===== src/rtl/rs_shift_iter_pkg.sv =====
// Shared types and constants for the iterative right shifter: FSM state encodings and step selects.
// The state encodings are fixed because stall control decodes them as well.
package rs_shift_iter_pkg;

    localparam int WIDTH = 32;
    localparam int SHW   = 5;

    typedef enum logic [1:0] {
        RS_IDLE  = 2'd0,
        RS_SHIFT = 2'd1,
        RS_DONE  = 2'd2
    } rs_state_t;

    typedef enum logic [1:0] {
        STEP_1  = 2'd0,
        STEP_4  = 2'd1,
        STEP_16 = 2'd2
    } step_sel_t;

    function automatic logic [SHW-1:0] step_amt(input step_sel_t sel);
        case (sel)
            STEP_4:  return 5'd4;
            STEP_16: return 5'd16;
            default: return 5'd1;
        endcase
    endfunction

endpackage


===== src/rtl/rs_shift_iter_if.sv =====
// Request/response bundle between the ALU multicycle issue logic (master) and the shifter (slave).
interface rs_shift_iter_if
    import rs_shift_iter_pkg::*;
    ();

    logic             start;
    logic [WIDTH-1:0] data_in;
    logic [SHW-1:0]   shamt;
    logic             arith;
    logic [WIDTH-1:0] result;
    logic             busy;
    logic             done;

    modport master (
        output start, data_in, shamt, arith,
        input  result, busy, done
    );

    modport slave (
        input  start, data_in, shamt, arith,
        output result, busy, done
    );

endinterface


===== src/rtl/rs_shift_step.sv =====
// One combinational right-shift step by a fixed amount (1, 4 or 16) with a supplied fill bit.
module rs_shift_step
    import rs_shift_iter_pkg::*;
(
    input  logic [WIDTH-1:0] din,
    input  logic             fill,
    input  step_sel_t        sel,
    output logic [WIDTH-1:0] dout
);

    always_comb begin
        dout = {fill, din[WIDTH-1:1]};
        case (sel)
            STEP_4:  dout = {{4{fill}}, din[WIDTH-1:4]};
            STEP_16: dout = {{16{fill}}, din[WIDTH-1:16]};
            default: dout = {fill, din[WIDTH-1:1]};
        endcase
    end

endmodule


===== src/rtl/rs_shift_iter.sv =====
// Iterative 32-bit SRL/SRA: steps by 4 while at least 4 remain, then by 1.
// Define RS_SHIFT16_EN to add a leading by-16 step (at most 7 steps instead of 10).
module rs_shift_iter
    import rs_shift_iter_pkg::*;
(
    input  logic                clock,
    input  logic                reset,
    rs_shift_iter_if.slave      bus
);

    rs_state_t        state, state_nxt;
    logic [WIDTH-1:0] acc;
    logic [SHW-1:0]   rem;
    logic [SHW-1:0]   rem_nxt;
    logic             fill;
    logic [WIDTH-1:0] result_q;
    logic [WIDTH-1:0] step_out;
    step_sel_t        sel;

    always_comb begin
        sel = STEP_1;
`ifdef RS_SHIFT16_EN
        if (rem >= 5'd16)
            sel = STEP_16;
        else if (rem >= 5'd4)
            sel = STEP_4;
`else
        if (rem >= 5'd4)
            sel = STEP_4;
`endif
        rem_nxt = rem - step_amt(sel);
    end

    rs_shift_step u_step (
        .din  (acc),
        .fill (fill),
        .sel  (sel),
        .dout (step_out)
    );

    always_comb begin
        state_nxt = state;
        case (state)
            RS_IDLE: begin
                if (bus.start)
                    state_nxt = (bus.shamt == '0) ? RS_DONE : RS_SHIFT;
            end
            RS_SHIFT: begin
                if (rem_nxt == '0)
                    state_nxt = RS_DONE;
            end
            RS_DONE:  state_nxt = RS_IDLE;
            default:  state_nxt = RS_IDLE;
        endcase
    end

    always_ff @(posedge clock) begin
        if (reset)
            state <= RS_IDLE;
        else
            state <= state_nxt;
    end

    // result only changes on the edge that enters DONE, so it holds across the next operation
    always_ff @(posedge clock) begin
        if (reset) begin
            acc      <= '0;
            rem      <= '0;
            fill     <= 1'b0;
            result_q <= '0;
        end else begin
            case (state)
                RS_IDLE: begin
                    if (bus.start) begin
                        acc  <= bus.data_in;
                        rem  <= bus.shamt;
                        fill <= bus.arith & bus.data_in[WIDTH-1];
                        if (bus.shamt == '0)
                            result_q <= bus.data_in;
                    end
                end
                RS_SHIFT: begin
                    acc <= step_out;
                    rem <= rem_nxt;
                    if (rem_nxt == '0)
                        result_q <= step_out;
                end
                default: ;
            endcase
        end
    end

    assign bus.result = result_q;
    assign bus.busy   = (state != RS_IDLE);
    assign bus.done   = (state == RS_DONE);

endmodule


===== src/flat_wrapper.sv =====
// flat-port wrapper written by rule: the top's interface ports become plain ports
module rs_shift_iter_flat import rs_shift_iter_pkg::*;
  (clock, reset, bus_start, bus_data_in, bus_shamt, bus_arith, bus_result, bus_busy, bus_done);
  rs_shift_iter_if bus_i ();
  input  logic clock;
  input  logic reset;
  input wire logic [$bits(bus_i.start)-1:0] bus_start;
  input wire logic [$bits(bus_i.data_in)-1:0] bus_data_in;
  input wire logic [$bits(bus_i.shamt)-1:0] bus_shamt;
  input wire logic [$bits(bus_i.arith)-1:0] bus_arith;
  output wire logic [$bits(bus_i.result)-1:0] bus_result;
  output wire logic [$bits(bus_i.busy)-1:0] bus_busy;
  output wire logic [$bits(bus_i.done)-1:0] bus_done;
  assign bus_i.start = bus_start;
  assign bus_i.data_in = bus_data_in;
  assign bus_i.shamt = bus_shamt;
  assign bus_i.arith = bus_arith;
  assign bus_result = bus_i.result;
  assign bus_busy = bus_i.busy;
  assign bus_done = bus_i.done;
  rs_shift_iter u_core (.clock(clock), .reset(reset), .bus(bus_i));
endmodule

===== config.mk =====
export PLATFORM = sky130hd
export DESIGN_NAME = rs_shift_iter_flat
export DESIGN_NICKNAME = d
export VERILOG_FILES = /design/src/rtl/rs_shift_iter_pkg.sv /design/src/rtl/rs_shift_iter_if.sv /design/src/rtl/rs_shift_step.sv /design/src/rtl/rs_shift_iter.sv /design/src/flat_wrapper.sv
export SDC_FILE = /design/constraint.sdc
export NUM_CORES = 1
export LEC_CHECK = 0
export BUFFER_PORTS_ARGS = -buffer_cell sky130_fd_sc_hd__buf_4
export CAP_MARGIN = 40
export CORE_MARGIN = 2
export CORE_UTILIZATION = 35
export DETAILED_ROUTE_END_ITERATION = 8
export GPL_TIMING_DRIVEN = 0
export PLACE_DENSITY = 0.65
export SLEW_MARGIN = 10
export SYNTH_ARGS = -nofsm -noshare
export SYNTH_HDL_FRONTEND = slang
export SYNTH_SLANG_ARGS = --single-unit

===== constraint.sdc =====
create_clock -name clock -period 5.45 [get_ports clock]
set_input_delay 0 -clock clock [delete_from_list [all_inputs] [get_ports clock]]
set_output_delay 0 -clock clock [all_outputs]
set_load 0.02 [all_outputs]

## After elaboration in Yosys (flattened, before gate mapping)

Cells that the tools add are included.
Widths: inputs -> output; s select.

- Add/sub/neg operators: 1
- Magnitude comparators: 1
- Equal/unequal tests: 7
- Muxes and demuxes: 15
- Bitwise logic cells: 1
- Reductions and logical operators: 9

Operators with widths:

| operator | number |
|---|---|
| $mux 32 | 4 |
| $pmux 32 s2 | 2 |
| $pmux 31 s2 | 1 |
| $pmux 5 s2 | 2 |
| $logic_not 5->1 | 2 |
| $mux 2 | 3 |
| $reduce_and 2->1 | 3 |
| $ge 5x3->1 const B | 1 |
| $mux 5 | 1 |
| $sub 5x5->5 | 1 |
| $ne 2x1->1 const B | 2 |
| $pmux 2 s2 | 1 |
| $reduce_and 4->1 | 1 |
| $reduce_bool 2->1 | 2 |
| $eq 1x2->1 const B | 1 |
| $eq 2x1->1 const B | 1 |
| $eq 2x2->1 const B | 1 |
| $logic_not 2->1 | 1 |
| $ne 2x2->1 const B | 1 |
| $and 1x1->1 | 1 |
| $eq 1x1->1 const B | 1 |
| $mux 1 | 1 |

- Register bits: 72
- Bits of input ports: 41
- Output and inout port bits: 34
- Word-level logic and storage cells: 39

## Depth between registers and ports, before layout

- Depth in word-level cells: 8
- Depth in mapped cells: 12

## Hierarchy

Synthesis repeated with hierarchy kept, for this count alone.

- Cells, all modules: 441
- Area, all modules: 4,000.1 µm²

By module, submodules not included:

| module | instances | cells each | area an instance (µm²) | sequential area each (µm²) |
|---|---|---|---|---|
| rs_shift_iter | 1 | 331 | 3,364.5 | 1,441.4 |
| rs_shift_step | 1 | 110 | 635.6 | 0.0 |

## Worst setup path after synthesis

No wires, ideal clock.

- Path kind: flip-flop to flip-flop
- From: register u_core.rem[3]
- To: register u_core.result_q[10], in the netlist u_core.bus.result[10]
- Arrival time: 2,613 ps
- Data required time: 5,380 ps
- Setup slack: 2,766 ps
- Stages on the path, launching flop included: 13
- Buffers on the path: 4
- Cells stage by stage: dfxtp_1 buf_6 or3_1 clkbuf_1 buf_6 inv_4 ha_1 nand2b_1 nor4_1 a211o_1 clkbuf_1 nand4b_1 a21oi_1

- Longest elaborated chain between the ends: 8
- Elaborated cells on any way between the ends: 12
- Classes of those cells: 1 x add/sub; 1 x order compare; 3 x eq/ne; 5 x mux; 2 x reduce/logical

RTL lines:

| element | RTL line | text |
|---|---|---|
| start: declaration | rs_shift_iter.sv:13 | `logic [SHW-1:0] rem;` |
| start signal: assignment | rs_shift_iter.sv:76 | `rem <= bus.shamt;` |
| start signal: assignment | rs_shift_iter.sv:84 | `rem <= rem_nxt;` |
| $ge 5x3->1 | rs_shift_iter.sv:28 | `if (rem >= 5'd4)` |
| $mux 1 | rs_shift_iter.sv:28 |  |
| $eq 1x2->1 / $eq 1x1->1 (equally long branches) | rs_shift_iter_pkg.sv:21, rs_shift_step.sv:13 |  |
| $pmux 5 s2 | rs_shift_iter_pkg.sv:21 | `case (sel)` |
| $sub 5x5->5 | rs_shift_iter.sv:31 | `rem_nxt = rem - step_amt(sel);` |
| $logic_not 5->1 | rs_shift_iter.sv:85 | `if (rem_nxt == '0)` |
| $ne 2x1->1 (no source line) | - |  |
| $reduce_and 4->1 (no source line) | - |  |
| end signal: assignment | rs_shift_iter.sv:79 | `result_q <= bus.data_in;` |
| end signal: assignment | rs_shift_iter.sv:86 | `result_q <= step_out;` |
| end: declaration | rs_shift_iter.sv:16 | `logic [WIDTH-1:0] result_q;` |

Parallel ways exist; a longest one is shown, timed or not. The select of a mux whose other input is x is not followed.
A chain may end at the register's enable or synchronous reset.

## Final worst setup path

- From: register u_core.rem[3]
- To: register u_core.result_q[17], in the netlist u_core.bus.result[17]

Same word-level chain as after synthesis.

==> metrics.txt <==
skew final=12.3 ps; max_slew headroom=between 50% and 60%; cell area after layout=between 0.004 and 0.005 mm2; worst stage delay on the critical path=approximately 460 ps; placed cells=between 600 and 700; Peak Freq=299 MHz; Synth cell types=39; Finished Layout Cells=~700; wire per inst=approximately 16 um; RR Endpoint=u_core.bus.result[17]; Worst Setup Start Kind=register; clock tree buffer depth=2; sequential area share after synthesis=38.5%; mapped cell area=~0.0037 mm2; I/O Buffers=between 70 and 80; WHS Path Cells=3; fin crit share=61.3%; Via density=approximately 5.4; sequential share of power=26.3%; max-slew violations=0; Clock Sinks=around 70; post-CTS setup buffer count=0; Async SR Flop Fraction=0%; syn_nets=511; Sw Ratio=around 48%; HP Start=bus_shamt[3]; min cycle time layout=between 3000 and 4000 ps; Ys Warns=0; most area-hungry cell type in the Yosys netlist=dfxtp_1; core area=around 0.01 mm2; outcome=completed; initial DRC count=232; instance area at placement=about 0.0044 mm2; total gr overflow=0; CTS buffer count=9; Residual DRC=0; detailed-route via count=around 3.8k; Final #Nets=about 600; initial antenna violation count=0; Row Count=37; clock share of power=14.7%; clock-pin slew on the worst setup and hold paths=80 ps; Synth Area per Inst=slightly below 8 um2; pin count of the biggest net entering global routing=13; Diodes inserted=0; cells taking the most area after synthesis=dfxtp_1 39%, a21oi_1 9.6%, mux2i_1 7.6%; total negative setup slack=0 ps; total net switching power=~1500 uW; #FFs+latches synth=between 70 and 80; share of cells above drive strength 1=19.7%; EDFF count, synth=0; crit path kind=register to register; Worst-Skew Late Latency=roughly 350 ps; die area=~0.011 mm2; # setup viols final=0; Final Hold Viols=0; clock root buffer=clkbuf_8; Worst Path Arrival=approximately 3600 ps; total track usage=20.5%; Mapped Cells=roughly 470; WP data required=approximately 5700 ps; global-route wire length before repair=roughly 18 mm; IO Pins=75; H-tree levels=3; Die X=about 110 um; routability cong.=~0.87; WHS Endpoint=u_core.rem[3]; worst-margin pin slew=706 ps; Area Overhead vs Synth=26.7%; CTS tree=built; die height=about 110 um; Final Power=roughly 3100 uW; hold buffer count at CTS=5; Comb pwr share=58.9%; Primary FF master, synth=dfxtp_1; worst hold slack=about 12 ps; Critical Path Sink Type=register; critical path's slowest cell=clkbuf_1; CP max FO=10; Fill cells=roughly 1.1k; max-cap violations=0; First-pass DRT Iterations=6; Internal Power=~1600 uW; synth cell count leaders=71 x a21oi_1, 71 x dfxtp_1, 68 x nor2_1; vias in the first global route=~3.7k; ANT nets after route=0; Worst Hold Class=primary input to register; crit path cell chain=buf_6 > or3_1 > clkbuf_1 > buf_6 > inv_4 > ha_1 > nand2b_1 > nor4_1 > a211o_1 > clkbuf_1 > nand4b_1 > a21oi_1; Post-CTS Resized=0; effective utilization at floorplan=between 30% and 40%; RR Startpoint=u_core.rem[3]; Max VDD drop=0.274 mV; unrepaired setup endpoints after global routing=false; area share of the largest cell type after synthesis=between 30% and 40%; r2r worst-path depth=12; worst path bufs/invs=5; Routed WL=~12 mm; Detail Placement HPWL=between 8 and 9 mm; critical path's top delay family=simple AND/OR/NAND/NOR gates; power density cells=670 mW/mm2; flop2flop setup slack=between 2000 and 2500 ps; Leak Pwr=between 0.0015 and 0.002 uW
-- area by class of cell --
class	count	area, um2	area share, %
Tap cell	136	170	3.64
Buffer	45	224	4.79
Inverter	6	25.0	0.535
Sequential cell	71	1420	30.4
Timing Repair Buffer	79	603	12.9
Multi-Input combinational cell	346	2020	43.2
Clock inverter	7	87.6	1.87
Clock buffer	9	124	2.65
-- worst max path at each step --
stage,slack [ps],end,cells after the start,startpoint
after floorplan,2770,u_core.bus.result[10],12,u_core.rem[3]
after global routing,1850,u_core.bus.result[13],12,u_core.rem[3]
after detailed placement,2170,u_core.bus.result[10],12,u_core.rem[3]
final,2110,u_core.bus.result[17],12,u_core.rem[3]
after global placement,2070,u_core.bus.result[7],11,u_core.rem[3]
after CTS,2110,u_core.bus.result[17],12,u_core.rem[3]
-- power groups by stage --
stage / clock network [uW] / registers [uW] / logic, uW
after floorplan: 0 / 890 / 1220
after global placement: 0 / 827 / 1790
after detailed placement: 0 / 836 / 1810
after CTS: 466 / 824 / 1830
after global routing: 490 / 845 / 2030
final: 461 / 826 / 1850
-- per-layer routing --
| layer | track usage, % | routed length [um] | vias to the layer above |
|---|---|---|---|
| li1 | - | - | 1866 |
| met1 | 26.5 | 5110 | 1800 |
| met2 | 34.8 | 5540 | 123 |
| met3 | 3.71 | 686 | 15 |
| met4 | 6.31 | 182 | 0 |
| met5 | 0 | 0 | - |
-- sequential cells by signal, summed over array words and instances, names as in the netlist --
name / count
u_core.state: 2
u_core.acc: 31
u_core.fill: 1
u_core.bus.result: 32
u_core.rem: 5
-- per-stage QoR --
step | setup WS (ps) | utilization [%]
detailed placement | 2170 | 42.9
global route | 1850 | 45.5
CTS | 2110 | 45.5
floorplan | 2770 | -
global placement | 2070 | 42.9
finish | 2110 | 45.5
-- cell families (layout without fill, tap and decap cells) --
family,count (synthesis),after routing,synth area share [%]
multiplexers,28,28,7.60
adder cells (fa/ha/maj),2,2,0.678
AO/OA/AOI/OAI,161,161,26.5
buffers and inverters,51,146,6.75
XOR/XNOR,1,1,0.237
flip-flops,71,71,38.5
AND/OR/NAND/NOR,154,154,19.7
-- worst min-delay path, cell delays in order --
cell	delay, ps
buf_4	110
a21oi_1	130
a211oi_1	70
-- placed cells by master (no fill, tap or decap), types with 2 or more instances in the layout --
cell / Yosys / layout
buf_4: 0 / 73
a21oi_1: 71 / 71
dfxtp_1: 71 / 71
nor2_1: 68 / 68
nand2_1: 43 / 43
o21ai_0: 36 / 36
a211oi_1: 33 / 33
clkbuf_1: 28 / 28
mux2i_1: 28 / 28
nand4b_1: 19 / 19
o2111ai_1: 9 / 9
clkbuf_8: 0 / 9
buf_6: 6 / 6
buf_2: 5 / 6
inv_1: 5 / 5
nor3_1: 5 / 5
nand3_1: 5 / 5
dlygate4sd3_1: 0 / 5
nand2b_1: 4 / 4
clkinv_2: 0 / 4
clkbuf_2: 3 / 3
buf_1: 3 / 3
nor4_1: 3 / 3
o21ai_1: 2 / 2
nor2b_1: 2 / 2
ha_1: 2 / 2
bufinv_16: 0 / 2
Note: power is estimated with default switching activity, not from simulation.
